==> src/rtl/pipelined_sm_mult.sv <==
// ============================================================================
// Module      : pipelined_sm_mult
// Description : Three-stage sign-magnitude multiplier with an exact mode and
//               an approximate mode that drops the low product columns.
//               S1: partial products + 4:2 compressors.
//               S2: reduction down to two rows.
//               S3: carry-propagate add and output register.
//               Valid/ready handshake on both sides; bubbles are collapsed.
// Revision    : 1.0 - initial release
// ============================================================================
`default_nettype none

module pipelined_sm_mult #(
  parameter int W           = 8,
  parameter int APPROX_COLS = 4
) (
  input  logic           clk,
  input  logic           rst,
  input  logic           in_valid,
  output logic           in_ready,
  input  logic [W-1:0]   a,
  input  logic [W-1:0]   b,
  input  logic           mode,
  output logic           out_valid,
  input  logic           out_ready,
  output logic [2*W-1:0] p,
  output logic           out_mode
);

  // Magnitude width, product-magnitude width, compressor groups and rows.
  localparam int M   = W - 1;
  localparam int PW  = 2 * M;
  localparam int NG  = (M + 3) / 4;
  localparam int NR  = 2 * NG;
  localparam int NPP = 4 * NG;

  // Carry-save adder on whole rows; the carry falling off the top is
  // harmless because the true product always fits in PW bits.
  function automatic logic [2*PW-1:0] csa(input logic [PW-1:0] x,
                                          input logic [PW-1:0] y,
                                          input logic [PW-1:0] z);
    logic [PW-1:0] s;
    logic [PW-1:0] c;
    s = x ^ y ^ z;
    c = ((x & y) | (x & z) | (y & z)) << 1;
    return {c, s};
  endfunction

  // Stage handshake: each stage takes new data when empty or when drained.
  logic s1_valid_q, s2_valid_q, s3_valid_q;
  logic s1_acc_w, s2_acc_w, s3_acc_w;

  assign s3_acc_w = !s3_valid_q || out_ready;
  assign s2_acc_w = !s2_valid_q || s3_acc_w;
  assign s1_acc_w = !s1_valid_q || s2_acc_w;
  assign in_ready = s1_acc_w;

  // ---------------------------------------------------------------- S1 ----
  logic [NPP-1:0][PW-1:0] pp_w;
  logic [NR-1:0][PW-1:0]  s1_rows_d;
  logic [NR-1:0][PW-1:0]  s1_rows_q;
  logic                   s1_sign_q, s1_mode_q;
  logic [PW-1:0]          c42_s1, c42_c1, c42_s2, c42_c2;

  // Partial products, with low columns masked off in approximate mode so
  // nothing from them can ever carry upward.
  always_comb begin
    pp_w = '0;
    for (int r = 0; r < NPP; r++) begin
      if (r < M) begin
        for (int c = 0; c < M; c++) begin
          if (!(mode && ((r + c) < APPROX_COLS))) begin
            pp_w[r][r+c] = a[c] & b[r];
          end
        end
      end
    end
  end

  // Each group of four rows goes through one 4:2 compressor (two chained CSAs).
  always_comb begin
    s1_rows_d = '0;
    c42_s1    = '0;
    c42_c1    = '0;
    c42_s2    = '0;
    c42_c2    = '0;
    for (int g = 0; g < NG; g++) begin
      {c42_c1, c42_s1} = csa(pp_w[4*g], pp_w[4*g+1], pp_w[4*g+2]);
      {c42_c2, c42_s2} = csa(c42_s1, c42_c1, pp_w[4*g+3]);
      s1_rows_d[2*g]   = c42_s2;
      s1_rows_d[2*g+1] = c42_c2;
    end
  end

  // S1 register: captures operands' reduced rows, sign and mode together.
  always_ff @(posedge clk or posedge rst) begin
    if (rst) begin
      s1_valid_q <= 1'b0;
      s1_rows_q  <= '0;
      s1_sign_q  <= 1'b0;
      s1_mode_q  <= 1'b0;
    end else if (s1_acc_w) begin
      s1_valid_q <= in_valid;
      if (in_valid) begin
        s1_rows_q <= s1_rows_d;
        s1_sign_q <= a[W-1] ^ b[W-1];
        s1_mode_q <= mode;
      end
    end
  end

  // ---------------------------------------------------------------- S2 ----
  logic [PW-1:0] red_s_w, red_c_w;
  logic [PW-1:0] s2_s_q, s2_c_q;
  logic          s2_sign_q, s2_mode_q;

  // Fold the remaining compressor outputs into a single sum/carry pair.
  always_comb begin
    red_s_w = s1_rows_q[0];
    red_c_w = s1_rows_q[1];
    for (int i = 2; i < NR; i++) begin
      {red_c_w, red_s_w} = csa(red_s_w, red_c_w, s1_rows_q[i]);
    end
  end

  // S2 register: two-row redundant form of the magnitude.
  always_ff @(posedge clk or posedge rst) begin
    if (rst) begin
      s2_valid_q <= 1'b0;
      s2_s_q     <= '0;
      s2_c_q     <= '0;
      s2_sign_q  <= 1'b0;
      s2_mode_q  <= 1'b0;
    end else if (s2_acc_w) begin
      s2_valid_q <= s1_valid_q;
      if (s1_valid_q) begin
        s2_s_q    <= red_s_w;
        s2_c_q    <= red_c_w;
        s2_sign_q <= s1_sign_q;
        s2_mode_q <= s1_mode_q;
      end
    end
  end

  // ---------------------------------------------------------------- S3 ----
  logic [PW-1:0]  mag_w;
  logic [2*W-1:0] p_d;

  // Final add; a zero magnitude never carries a sign.
  always_comb begin
    mag_w = s2_s_q + s2_c_q;
    p_d   = {s2_sign_q & (|mag_w), 1'b0, mag_w};
  end

  // S3 register: output holds while the consumer stalls.
  always_ff @(posedge clk or posedge rst) begin
    if (rst) begin
      s3_valid_q <= 1'b0;
      p          <= '0;
      out_mode   <= 1'b0;
    end else if (s3_acc_w) begin
      s3_valid_q <= s2_valid_q;
      if (s2_valid_q) begin
        p        <= p_d;
        out_mode <= s2_mode_q;
      end
    end
  end

  assign out_valid = s3_valid_q;

endmodule

`default_nettype wire

==> config.mk <==
export PLATFORM = sky130hd
export DESIGN_NAME = pipelined_sm_mult
export DESIGN_NICKNAME = d
export VERILOG_FILES = /design/src/rtl/pipelined_sm_mult.sv
export SDC_FILE = /design/constraint.sdc
export NUM_CORES = 1
export LEC_CHECK = 0
export BUFFER_PORTS_ARGS = -buffer_cell sky130_fd_sc_hd__buf_4
export CAP_MARGIN = 40
export CORE_MARGIN = 3
export CORE_UTILIZATION = 25
export DETAILED_ROUTE_END_ITERATION = 12
export GPL_ROUTABILITY_DRIVEN = 0
export PLACE_DENSITY_LB_ADDON = 0.2
export SETUP_SLACK_MARGIN = 0.2
export SYNTH_ARGS = -nofsm -noshare
export SYNTH_HDL_FRONTEND = slang
export SYNTH_SLANG_ARGS = --single-unit
==> constraint.sdc <==
create_clock -name clk -period 6 [get_ports clk]
set_clock_uncertainty 0.1 [all_clocks]
set_input_delay 0.6 -clock clk [delete_from_list [all_inputs] [get_ports clk]]
set_output_delay 0.6 -clock clk [all_outputs]
set_load 0.01 [all_outputs]
* Word level (Yosys, flattened, before mapping)
Index checks and enable logic that the tools add are counted.
Word-level totals: flip-flop bits (word level) 97, bits in latches 0, memory bits (writable) 0, memory bits (read-only) 0, input bits 21, output and inout bits 19, memories 0
Operators by class: add/subtract/negate cells 1, multiply operators 0, div/mod/pow operators 0, $lt $le $gt $ge 0, equal/unequal tests 0, shift-type cells 0, multiplexer cells 10, bitwise logic cells 88, reduce and logical (&&, ||, !) cells 10
Operators by type and width (number):
- bitwise OR 13 bit | 5
- bitwise AND 13 bit | 4
- bitwise AND 1 bit | 50
- XOR 14 bit | 2
- bitwise AND 11 x 13 -> 13 bit | 2
- bitwise AND 9 x 10 -> 10 bit | 2
- bitwise OR 10 bit | 2
- adder 14 bit | 1
- OR reduction 14 bit | 1
- XOR 11 x 14 -> 14 bit | 1
- XOR 13 x 14 -> 14 bit | 1
- bitwise AND 10 x 13 -> 13 bit | 1
- bitwise AND 12 x 13 -> 13 bit | 1
- bitwise OR 12 x 13 -> 13 bit | 1
- XOR 12 x 13 -> 13 bit | 1
- bitwise AND 11 x 12 -> 12 bit | 1
- XOR 11 x 12 -> 12 bit | 1
- bitwise AND 10 x 11 -> 11 bit | 1
- XOR 10 x 11 -> 11 bit | 1
- bitwise AND 10 bit | 1
- 2-to-1 mux 1 bit | 10
- XOR 10 bit | 1
- XOR 9 x 10 -> 10 bit | 1
- bitwise AND 7 x 9 -> 9 bit | 1
- other kinds (10) | 16

* Depth between registers and ports, before layout
Gate-level depths: netlist of run 1.
depth in word-level cells 8, gate-level depth with buffers 7, mapped depth without buffers 7

* Least setup slack after synthesis of run 1
Ideal clock, no wire load.
kind in2reg, start point input port a[1], end point register s1_rows_q[3] (netlist bit), arrival 2.092 ns, data required time 5.773 ns, path slack 3.681 ns, cell stages on the path 5, path through nor2b_1 -> and2_1 -> fa_1 -> fa_1 -> mux2_1
RTL lines:
- from (decl) | RTL line 21 | input logic [W-1:0] a,
- to (signal assigned) | RTL line 105 | s1_rows_q <= s1_rows_d;
- to (decl) | RTL line 61 | logic [NR-1:0][PW-1:0] s1_rows_q;

* Worst setup path in the final report of run 1
start point register s2_s_q[5], end point register p[15]
On the way: longest elaborated chain between the ends 3
Ends and longest elaborated chain:
- from (decl) | RTL line 114 | logic [PW-1:0] s2_s_q, s2_c_q;
- from (signal assigned) | RTL line 137 | s2_s_q <= red_s_w;
- adder 14 bit | RTL line 151 | mag_w = s2_s_q + s2_c_q;
- OR reduction 14 bit | RTL line 152 | p_d = {s2_sign_q & (|mag_w), 1'b0, mag_w};
- bitwise AND 1 bit | RTL line 152
- to (signal assigned) | RTL line 164 | p <= p_d;
- to (decl) | RTL line 26 | output logic [2*W-1:0] p,
Every way passes these cells. A chain may end at the register's enable or synchronous reset.

==> summary.txt, run 1 <==
Outcome
  • Status: finished clean

Die
  • # IOs: 40
  • Die X: 138.7 um
  • Core Rows: 47
  • Die area: 19250 um2
  • Core box area: 16940 um2
  • Die height: 138.7 um
  • Initial Utilization: 0.2601

Global routing
  • Largest net degree at the start of global routing: 60
  • Vias in the first global route: 2723
  • Congestion Overflow GR: 0
  • Antenna violations before repair: 0
  • Tot GR Track Use: 0.09216
  • First-pass GRT wire length: 14420 um

STA
  • Slew headroom: 0.5136
  • TNS Setup: 0 ps
  • Maximum clock frequency: 0.4407 GHz
  • Hold_ws: 205.0 ps
  • Setup-failing EPs final: 0
  • Period utilisation layout: 0.3782
  • Worst Tran Pin Value: 727.8 ps
  • RSZ-0062 raised after global routing: no
  • Pins over their slew limit: 0
  • Final Hold Fails: 0
  • Min Tclk post-route: 2269 ps

Yosys
  • Post-synth ARST share: 1.000
  • Mapped Nets: 411
  • Prevailing post-synth register cell: dfrtp_1
  • Simple-gate area share of the yosys netlist: 0.1079
  • Top cells by area, synth: dfrtp_1, fa_1, mux2_1, mux2_2, ha_1
  • Adder-cell share of the synthesized area: 0.1965
  • FF+latch count, synth: 79
  • Sequential area share after synthesis: 0.4487
  • Synth Area in Compound Gates: 0.04431
  • Number of synthesis warnings: 0
  • Synth Area in XOR/XNOR: 0.01392
  • Main combinational cell family by area after synthesis: adder cells
  • Synth cell types: 37
  • Syn Std Cell Area: 4405 um2
  • Synth top area share: 0.4487
  • Area leader, netlist: dfrtp_1
  • Post-synthesis mux area share: 0.1659
  • Syn Inst Count: 337
  • EDFF count, synth: 0
  • Synth Area per Inst: 13.07 um2

Clocking
  • Longest Clk Path Bufs: 2
  • CTS tree: done
  • Num Clock Sinks: 79
  • Hold Buf Count CTS: 0
  • H-tree lvl count: 3
  • Post-CTS sizing: 0
  • Cts bufs inserted: 9
  • Worst skew pair latency: 330 ps
  • Post-CTS setup buffer count: 0
  • Clk root buf: clkbuf_16
  • Worst-path clk slew: 60 ps

Setup path
  • Chain of cells forming the critical path: ha_1 -> fa_1 -> a211oi_2 -> o21ai_1 -> a31oi_1 -> xnor2_1 -> a41oi_2
  • Crit-path leading delay family: compound AO/OA/AOI/OAI gates
  • Slowest stage cell, crit path: fa_1
  • Crit-path max FO: 4
  • Crit path required time: 6100 ps
  • Crit Path Class: flip-flop to flip-flop
  • CP max stage delay: 420 ps
  • Critical Path Start Type: flip-flop
  • Worst Path Arrival: 2370 ps
  • Crit end category: flip-flop
  • CP bufs+invs: 0

Layout
  • Area growth syn-to-layout: 18.91%
  • Fraction of layout cells with a size suffix above 1: 0.2448
  • # diodes: 0
  • Most common cell after layout, fill and taps aside: dfrtp_1
  • Commonest cells after routing, fill and taps aside: dfrtp_1, and2_1, buf_4, mux2_1, mux2_2
  • Final net count: 454
  • Final Util: 0.3093
  • Final cell count without fillers: 604

Power
  • Switching Share: 0.3141
  • Psw: 0.6078 mW
  • PD cells: 369.4 nW/um2
  • Combinational Power Share: 0.332
  • Clock network power share: 0.270
  • Maximum VDD drop: 0.0001435 V
  • P_leak: 2.474 nW
  • Internal power: 1.327 mW
  • Flop pwr share: 0.398
  • Tot Pwr: 1.935 mW

Flow run
  • Max_cap viols: 0

Route
  • Iter 0 DRT Violations: 68
  • WL final: 8443 um
  • DR WL met3: 200 um
  • Met2 routed WL: 3444 um
  • Drt drc: 0
  • Drt first pass iters: 4
  • Via count: 2528
  • Antenna Nets Post-Route: 0
  • M1 wire length: 4629 um
  • Highest routed layer: met4
  • Via density: 4.185
  • Routed len/inst: 13.98 um

Placed design
  • IO Port Bufs: 38
  • Post-DP HPWL: 6600 um
  • Cell count after placement: 589

Min path
  • Hold Path Class: primary input to asynchronous set/reset pin
==> worst register-to-register path, delay by kind of cell, from the launching register on <==
family	cells	cell delay (ps)
AOI/OAI and AO/OA	4	790
DFF	1	390
xor gates and xnor gates	1	210
adders and majority gates	2	650
==> layer usage <==
layer	GRT usage	vias up
met1	0.1411	1241
li1	-	1236
met4	0.04016	0
met2	0.1262	39
met5	0	-
met3	0.01621	12
==> flip-flops by register name (all words and copies together) (netlist names) <==
| register | flops |
|---|---|
| s1_rows_q | 33 |
| p | 15 |
| s2_s_q | 14 |
| s2_c_q | 9 |
| out_mode | 1 |
| out_valid | 1 |
| s1_mode_q | 1 |
| s1_sign_q | 1 |
| s1_valid_q | 1 |
| s2_mode_q | 1 |
| s2_sign_q | 1 |
| s2_valid_q | 1 |
==> area by class of cell <==
cell class | count | area [um2]
Clock inverter | 4 | 47.55
Timing Repair Buffer | 41 | 327.8
Multi-Input combinational cell | 237 | 2332
Inverter | 12 | 46.29
Fill cell | 1725 | 11700
Clock buffer | 11 | 232.7
Tap cell | 220 | 275.3
Sequential cell | 79 | 1977
==> power groups by stage <==
stage | logic, mW | clock network, mW | registers (mW)
after floorplan | 0.431 | 0 | 0.779
final | 0.643 | 0.523 | 0.769
after CTS | 0.666 | 0.542 | 0.776
after detailed placement | 0.659 | 0 | 0.785
after global routing | 0.738 | 0.562 | 0.794
after global placement | 0.652 | 0 | 0.780
==> metrics by stage <==
stage | setup WS (ps) | cell area [um2]
after floorplan | 3277 | 4405
after global placement | 3517 | 4931
after detailed placement | 3480 | 4959
after CTS | 3656 | 5239
after global routing | 3570 | 5239
final | 3731 | 5239
==> cell usage after synthesis, types with 5 or more instances <==
cell,number
and2_1,45
buf_2,5
dfrtp_1,79
fa_1,27
ha_1,26
inv_1,12
mux2_1,32
mux2_2,32
nand2_1,18
nand2b_1,5
o21ai_0,11
o21ai_1,6
==> worst paths after layout <==
check                                   from            end  slack [ps]  cells after the start
worst max-delay path               s2_s_q[5]          p[15]        3730                      7
worst min-delay path                     rst           p[4]         210                      3
worst max register to register     s2_s_q[5]          p[15]        3730                      7
worst min register to register  s1_rows_q[0]   s1_rows_q[0]         380                      2
max in group asynchronous                rst  s1_rows_q[40]        5010                      4
min in group clk                    in_valid     s1_valid_q         370                      2
==> cells by family after synthesis <==
kind of cell             Yosys count
multiplexers                      65
buffers and inverters             21
XOR/XNOR                           7
other                              1
adder cells (fa/ha/maj)           53
AO/OA/AOI/OAI                     28
flip-flops                        79
AND/OR/NAND/NOR                   83
No activity file was read; power rests on OpenSTA's default activity.
==> run 2: changes to the inputs <==
Settings changed: ABC_AREA set to 1.
Clock period 6 ns to 1.9 ns, I/O delays scaled along.
==> summary.txt, run 2 <==
Route
  • Routed len/inst: 12.33 um
  • Drt first pass iters: 4
  • Via count: 3255
  • WL final: 9816 um
  • Via density: 4.089
  • Antenna Nets Post-Route: 0
  • Iter 0 DRT Violations: 210
  • Drt drc: 0

Die
  • Die X: 142.1 um
  • Die height: 142.1 um
  • # IOs: 40
  • Core Rows: 49
  • Initial Utilization: 0.2562
  • Die area: 20200 um2
  • Core box area: 18090 um2

Power
  • Switching Share: 0.3495
  • Psw: 2.363 mW
  • Flop pwr share: 0.365
  • Combinational Power Share: 0.377
  • Tot Pwr: 6.759 mW
  • Internal power: 4.397 mW
  • Maximum VDD drop: 0.0004069 V
  • Clock network power share: 0.259
  • P_leak: 3.095 nW
  • PD cells: 1198 nW/um2

STA
  • Hold_ws: 47.16 ps
  • Min Tclk post-route: 1887 ps
  • Setup-failing EPs final: 0
  • Final Hold Fails: 0
  • Period utilisation layout: 0.9932
  • RSZ-0062 raised after global routing: yes
  • Pins over their slew limit: 0
  • Maximum clock frequency: 0.5299 GHz

Clocking
  • Longest Clk Path Bufs: 2
  • Worst-path clk slew: 60 ps
  • Worst skew pair latency: 330 ps
  • H-tree lvl count: 3
  • CTS tree: done
  • Num Clock Sinks: 79
  • Cts bufs inserted: 9
  • Clk root buf: clkbuf_16

Yosys
  • Synth cell types: 33
  • FF+latch count, synth: 79
  • Top cells by area, synth: dfrtp_1, nand2_1, fa_1, ha_1, inv_1
  • EDFF count, synth: 0
  • Sequential area share after synthesis: 0.4267
  • Number of synthesis warnings: 0
  • Synth top area share: 0.4267
  • Area leader, netlist: dfrtp_1
  • Mapped Nets: 589
  • Syn Std Cell Area: 4633 um2
  • Syn Inst Count: 515
  • Prevailing post-synth register cell: dfrtp_1
  • Most common cell in the netlist: nand2_1
  • Synth top cells by count: nand2_1, dfrtp_1, inv_1, fa_1, ha_1
  • Synth Area per Inst: 8.996 um2
  • Post-synth ARST share: 1.000

Global routing
  • Congestion Overflow GR: 0
  • Vias in the first global route: 3400
  • Tot GR Track Use: 0.1045
  • First-pass GRT wire length: 17060 um
  • Largest net degree at the start of global routing: 80
  • Antenna violations before repair: 0

Layout
  • Commonest cells after routing, fill and taps aside: nand2_1, dfrtp_1, inv_1, buf_4, nor2_1
  • Fraction of layout cells with a size suffix above 1: 0.2134
  • # diodes: 0
  • Number of flip-flops in the largest register: 33
  • Final net count: 637
  • Fillers: 1907
  • Area growth syn-to-layout: 21.82%
  • Largest reg by FF count: s1_rows_q
  • Most common cell after layout, fill and taps aside: nand2_1
  • Final Util: 0.3121
  • Top flop regs: s1_rows_q: 33 flops, p: 15 flops, s2_s_q: 14 flops

Placed design
  • IO Port Bufs: 38
  • Post-DP HPWL: 7345 um

Setup path
  • Crit-path max FO: 2
  • Crit Path Class: flip-flop to flip-flop
  • Worst Path Arrival: 2010 ps
  • Critical Path Start Type: flip-flop
  • Crit end category: flip-flop
  • Crit path required time: 2020 ps
  • Cell depth of the worst flop-to-flop path: 3

Flow run
  • Max_cap viols: 0

Min path
  • Worst hold stages: 4
  • Hold Path Class: primary input to flip-flop

Outcome
  • Status: finished clean
[run 2: cell count changes in the layout (fill, tap and decap cells not counted), sizes merged, moves of 7 or more]
cell	previous run	this run
a21oi	3	10
and2	45	0
buf	41	49
inv	11	75
mux2	64	16
nand2	19	189
nand3	2	17
nor2	1	25
[run 2: worst paths after layout]
path	slack (ps)	to	startpoint
max in group asynchronous	930	s1_rows_q[32]	rst
worst min-delay path	50	out_valid	out_ready
worst max register to register	10	s2_s_q[7]	s1_rows_q[21]
worst min register to register	380	s1_rows_q[17]	s1_rows_q[17]
worst max-delay path	10	s2_s_q[7]	s1_rows_q[21]
min in group asynchronous	410	p[11]	rst
[run 2: metal layers]
metal / wire (um) / vias to the layer above / GRT usage / part of all wire
met2: 4080 / 54 / 0.1451 / 0.42
met1: 5222 / 1514 / 0.1586 / 0.53
met3: 330 / 11 / 0.01747 / 0.034
met4: 182 / 0 / 0.04495 / 0.019
li1: - / 1676 / - / -
met5: 0 / - / 0 / 0
[run 2: timing repair]
action	in CTS	in global routing
hold buffers	1	0
hold endpoints to repair	79	0
buffers inserted	3	3
gates resized for setup	8	13
setup endpoints to repair	10	16
gates cloned	0	0
pin swaps	5	12
[run 2: critical path, cell delays in order (launching register included)]
cell	delay [ps]
dfrtp_1	400
fa_2	580
fa_2	420
mux2_4	270
[run 2: kinds of logic (layout without fill, tap and decap cells)]
kind of cell    after synthesis  after routing  share of synthesized area
other cells                   1              1                  0.0008094
compound gates               35             35                    0.04294
mux                          16             16                    0.04780
fa+ha+maj                    53             53                     0.1869
buf+inv                      90            142                    0.07939
simple gates                238            238                     0.2098
xor+xnor                      3              3                   0.005672
flops                        79             79                     0.4267
[run 2: stage by stage]
| stage | instance area, um2 | TNS (ps) | instances | worst slack, ps |
|---|---|---|---|---|
| after floorplan | 4658 | 0 | 515 | 104.5 |
| after global placement | 5215 | 0 | 774 | 62.64 |
| after detailed placement | 5215 | 0 | 774 | 14.34 |
| after CTS | 5574 | 0 | 793 | 28.47 |
| after global routing | 5644 | -127.0 | 796 | -73.14 |
| final | 5644 | 0 | 796 | 12.89 |
[run 2: final cells by class]
cell class	instances	area, um2	share of cell area
clock buffer	12	256.5	0.04544
clock inverter	3	42.54	0.007537
timing repair buffer	50	402.9	0.07138
tap	229	286.5	0.05076
sequential	79	1977	0.3503
inverter	77	299.0	0.05298
multi-input combinational	346	2380	0.4216
[run 2: power groups by stage]
| stage | clock, mW | combinational [mW] | sequential [mW] |
|---|---|---|---|
| global placement | 0 | 2.40 | 2.48 |
| CTS | 1.81 | 2.49 | 2.47 |
| global route | 1.89 | 2.97 | 2.54 |
| finish | 1.75 | 2.55 | 2.46 |
| floorplan | 0 | 1.62 | 2.50 |
| detailed placement | 0 | 2.43 | 2.49 |
